File: config.mk
export PLATFORM = sky130hd
export DESIGN_NAME = piso_serializer
export DESIGN_NICKNAME = d
export VERILOG_FILES = /design/src/rtl/piso_serializer.sv
export SDC_FILE = /design/constraint.sdc
export NUM_CORES = 1
export LEC_CHECK = 0
export CAP_MARGIN = 5
export CORE_AREA = 2 2 39 41
export DETAILED_ROUTE_END_ITERATION = 12
export DIE_AREA = 0 0 41 43
export HOLD_SLACK_MARGIN = 0.02
export PLACE_DENSITY_LB_ADDON = 0.3
export SLEW_MARGIN = 0
export SYNTH_ARGS = -nofsm -noshare
export SYNTH_HDL_FRONTEND = slang
export SYNTH_SLANG_ARGS = --single-unit
File: constraint.sdc
create_clock -name clk -period 2.5 [get_ports clk]
set_clock_uncertainty 0.2 [all_clocks]
set_input_delay 0.5 -clock clk [delete_from_list [all_inputs] [get_ports clk]]
set_output_delay 0.5 -clock clk [all_outputs]
set_load 0.05 [all_outputs]
File: src/rtl/piso_serializer.sv
// piso_serializer: parallel-in/serial-out transmitter.
// Accepts WIDTH-bit words over valid/ready and shifts each one out MSB-first.
// Every bit is held for BIT_CYCLES clocks and comes with a valid strobe.
// frame_start marks the MSB of each word.
// A one-word holding register lets frames run back-to-back with no idle gap.
module piso_serializer #(
   parameter int WIDTH      = 4,
   parameter int BIT_CYCLES = 1
) (
   input  logic             clk,
   input  logic             rst,
   input  logic [WIDTH-1:0] parallel_in,
   input  logic             load_valid,
   output logic             load_ready,
   output logic             serial_out,
   output logic             serial_valid,
   output logic             frame_start,
   output logic             busy
);

   localparam int BW = (WIDTH > 1) ? $clog2(WIDTH) : 1;
   localparam int DW = (BIT_CYCLES > 1) ? $clog2(BIT_CYCLES) : 1;

   localparam logic [BW-1:0] BIT_LAST = BW'(WIDTH - 1);
   localparam logic [DW-1:0] DIV_LAST = DW'(BIT_CYCLES - 1);

   typedef enum logic {
      IDLE  = 1'b0,
      SHIFT = 1'b1
   } state_t;

   state_t           state_q, state_d;
   logic [WIDTH-1:0] sh_q, sh_d;
   logic [WIDTH-1:0] hold_q, hold_d;
   logic             hold_full_q, hold_full_d;
   logic [BW-1:0]    bit_cnt_q, bit_cnt_d;
   logic [DW-1:0]    div_cnt_q, div_cnt_d;

   logic accept;
   logic div_last;
   logic last_tick;

   // The holding register is the only thing that can refuse a word.
   assign accept    = load_valid && !hold_full_q;
   assign div_last  = (div_cnt_q == DIV_LAST);
   assign last_tick = (state_q == SHIFT) && (bit_cnt_q == BIT_LAST) && div_last;

   // Next-state, shifter and holding-register update.
   always_comb begin
      state_d     = state_q;
      sh_d        = sh_q;
      hold_d      = hold_q;
      hold_full_d = hold_full_q;
      bit_cnt_d   = bit_cnt_q;
      div_cnt_d   = div_cnt_q;

      case (state_q)
         IDLE: begin
            if (accept) begin
               sh_d      = parallel_in;
               bit_cnt_d = '0;
               div_cnt_d = '0;
               state_d   = SHIFT;
            end
         end

         SHIFT: begin
            if (div_last) begin
               sh_d      = {sh_q[WIDTH-2:0], 1'b0};
               div_cnt_d = '0;
               bit_cnt_d = bit_cnt_q + BW'(1);
            end else begin
               div_cnt_d = div_cnt_q + DW'(1);
            end

            if (last_tick) begin
               // Frame ends here: chain the held word, a fresh word, or go idle.
               bit_cnt_d = '0;
               div_cnt_d = '0;
               if (hold_full_q) begin
                  sh_d        = hold_q;
                  hold_full_d = 1'b0;
               end else if (accept) begin
                  sh_d = parallel_in;
               end else begin
                  state_d = IDLE;
               end
            end else if (accept) begin
               // The shifter is busy, so the word waits in hold.
               hold_d      = parallel_in;
               hold_full_d = 1'b1;
            end
         end

         default: state_d = IDLE;
      endcase
   end

   // Control and shifter registers; reset aborts any frame in flight.
   always_ff @(posedge clk) begin
      if (rst) begin
         state_q     <= IDLE;
         sh_q        <= '0;
         hold_full_q <= 1'b0;
         bit_cnt_q   <= '0;
         div_cnt_q   <= '0;
      end else begin
         state_q     <= state_d;
         sh_q        <= sh_d;
         hold_full_q <= hold_full_d;
         bit_cnt_q   <= bit_cnt_d;
         div_cnt_q   <= div_cnt_d;
      end
   end

   // Holding data needs no reset; it is only meaningful while hold_full is set.
   always_ff @(posedge clk) begin
      hold_q <= hold_d;
   end

   assign load_ready   = !hold_full_q;
   assign serial_valid = (state_q == SHIFT);
   assign serial_out   = (state_q == SHIFT) && sh_q[WIDTH-1];
   assign frame_start  = (state_q == SHIFT) && (bit_cnt_q == '0);
   assign busy         = (state_q == SHIFT) || hold_full_q;

endmodule

==> metrics.md <==
| Metric | Value |
|---|---|
| Post-CTS sizing | `0` |
| Chip height | `43 µm` |
| Critical Path Sink Type | `output port` |
| Nets | `91` |
| DRT antenna net count | `0` |
| Library cells used by synthesis | `27` |
| Tot GR Track Use | `0.176` |
| # DRC | `0` |
| Clock buffer count from CTS | `3` |
| Worst r2r src | `bit_cnt_q[0]$_SDFFE_PP0P_` |
| Setup WS post-layout | `138 ps` |
| PD cells | `572 nW/µm²` |
| Clock Pin Slew Worst Setup and Hold Paths | `80 ps` |
| Hold buffer count at CTS | `0` |
| WP buf/inv | `2` |
| Combinational Power Share | `0.264` |
| Reg power frac | `0.476` |
| Post-route clock period utilization | `0.945` |
| CP Class | `flip-flop to output port` |
| Slowest CP cell | `clkdlybuf4s50_1` |
| GR Layer Usage met2 | `0.253` |
| Hpwl dp | `929 µm` |
| Req. time, crit path | `1800 ps` |
| Leak | `0.331 nW` |
| Met1 usage | `0.239` |
| Clock Sinks | `12` |
| Clock power share | `0.260` |
| Initial antenna violation count | `0` |
| Die ar. | `1760 µm²` |
| #FFs+latches synth | `12` |
| Fraction of the yosys area taken by sequential cells | `0.418` |
| Max-Cap Viols | `0` |
| Htree depth | `1` |
| YS warnings | `0` |
| Final min period | `2360 ps` |
| Peak supply drop | `0.337 mV` |
| Starting Density | `0.485` |
| Fin. Hold Viols | `0` |
| M3 GR Usage | `0.0471` |
| Post-Syn Instances | `69` |
| Layout Area Growth over Synthesis | `24.3%` |
| Clock Latency Late Sink | `280 ps` |
| # Post-CTS Setup Buffers | `0` |
| Overall Power | `0.477 mW` |
| Drt initial violations | `14` |
| Synth Area per Inst | `9.72 µm²` |
| DR pass1 iterations | `4` |
| Final wirelength | `1.29 mm` |
| Pin count of the biggest net entering global routing | `13` |
| CP Cell Sequence | `inv_2, clkdlybuf4s50_1` |
| Outcome | `finished clean` |
| Crit path max-delay family | `buffers and inverters` |
| Pre-CTS setup slack | `441 ps` |
| Critical path peak fanout | `8` |
| Placeable Area | `1380 µm²` |
| Slew @ Worst Pin | `487 ps` |
| Max Slew Vio Count | `0` |
| Post-Syn Area | `671 µm²` |
| Hold_sp | `sh_q[3]$_SDFFE_PP0P_` |
| Setup TNS | `0 ps` |
| Root Buffer | `clkbuf_4` |
| Die Width | `41 µm` |
| # setup viols final | `0` |
| Grt ovf | `0` |
| Sw Ratio | `0.307` |
| Post-Syn Nets | `78` |
| Worst hold-check path type | `flip-flop to flip-flop` |
| Slew HR | `0.674` |
| DR vias/cell | `5.44` |
| Crit-path max cell delay | `820 ps` |
| Wire length per cell | `13.3 µm` |
| Setup crit start | `hold_full_q$_SDFFE_PP0P_` |
| DR vias | `528` |
| I/O Pins | `12` |
| N_diodes | `0` |
| RSZ-0062 raised after global routing | `no` |
| First-pass GRT wire length | `2.08 mm` |
| IO buf count | `11` |
| Site Rows | `14` |
| Startpoint Class | `flip-flop` |
| Crit path DAT | `1660 ps` |
| Share of layout cells above drive strength 1 | `0.235` |
| GPL Wtd Cong | `0.789` |
| Most crowded layer after global routing | `met2` |
| F_max | `423 MHz` |
| P_sw | `0.146 mW` |
| Bufs on Longest Clock Path | `2` |
| CTS tree | `built` |
| Post-layout util | `0.602` |
| Number of global-route vias before repair | `488` |
| Hold Slack | `392 ps` |
| # fillers | `118` |
| Int Pwr | `0.330 mW` |
-- routing by layer --
metal,vias up,share of wire
met3,2,0.050
met1,241,0.50
met4,0,0.020
li1,272,-
met2,13,0.43
met5,-,0
-- cell families after synthesis --
logic type,share of synthesized area
adders and majority gates,0.0373
AOI/OAI and AO/OA,0.241
DFF,0.418
muxes,0.0597
buffers and inverters,0.104
and+or+nand+nor,0.140
-- cells in the mapped netlist, drive strengths merged --
| cell | count | area, µm² |
|---|---|---|
| o21ai | 1 | 5.00 |
| nand2 | 6 | 22.5 |
| ha | 2 | 25.0 |
| clkbuf | 1 | 7.51 |
| and2 | 2 | 12.5 |
| o32a | 1 | 10.0 |
| a211oi | 4 | 45.1 |
| nor2 | 3 | 11.3 |
| o2111ai | 3 | 26.3 |
| dfxtp | 8 | 160 |
| mux2i | 4 | 40.0 |
| or2 | 1 | 6.26 |
| nor3 | 4 | 20.0 |
| nor2b | 1 | 13.8 |
| o22a | 1 | 8.76 |
| buf | 5 | 36.3 |
| a31oi | 4 | 25.0 |
| edfxtp | 4 | 120 |
| inv | 7 | 26.3 |
| a22oi | 1 | 12.5 |
| and3 | 1 | 7.51 |
| a21oi | 5 | 28.8 |
-- worst paths after layout --
path,end,slack (ps),cells past startpoint
worst max-delay path,load_ready,140,2
worst min-delay path,sh_q[3]$_SDFFE_PP0P_,390,2
worst max register to register,hold_q[1]$_DFFE_PP_,960,3
worst min register to register,sh_q[3]$_SDFFE_PP0P_,390,2
-- state kept, by name, summed over array words and instances (netlist names) --
| signal | flops |
|---|---|
| sh_q | 4 |
| hold_q | 4 |
| bit_cnt_q | 2 |
| serial_valid | 1 |
| hold_full_q | 1 |
-- worst register-to-register path, stage by stage, from the launching register on --
cell	delay [ps]
dfxtp_1	320
ha_1	290
inv_1	190
and3_2	260
-- cells in the final DEF, fill, tap and decap left out, drive strengths merged --
cell	n
dfxtp	8
o2111ai	3
a211oi	4
a21oi	5
a22oi	1
or2	1
buf	7
nor3	4
clkinv	1
o32a	1
nand2	6
edfxtp	4
and3	1
clkdlybuf4s50	7
inv	7
clkbuf	3
mux2i	4
o22a	1
a31oi	4
nor2b	1
nor2	3
o21ai	1
and2	2
ha	2
-- power groups by stage --
stage | sequential [mW] | clock [mW] | combinational (mW)
2_1_floorplan | 0.230 | 0 | 0.0832
4_1_cts | 0.227 | 0.126 | 0.126
6_report | 0.227 | 0.124 | 0.126
5_1_grt | 0.228 | 0.137 | 0.135
3_5_place_dp | 0.231 | 0 | 0.125
3_3_place_gp | 0.231 | 0 | 0.123
-- per-stage QoR --
stage	cells	instance area, µm²
3_3_place_gp	93	807
6_report	97	833
2_1_floorplan	69	671
3_5_place_dp	93	807
5_1_grt	97	833
4_1_cts	97	833
-- final cells by class --
cell class              instances  area (µm²)  share of cell area
clock buffers                   3        22.5              0.0270
clock inverters                 1        3.75             0.00450
inverters                       7        26.3              0.0315
multi-input cells              44         320               0.384
flip-flops and latches         12         280               0.336
well taps                      16        20.0              0.0240
repair buffers                 14         160               0.192
(Power assumes the default switching activity.)
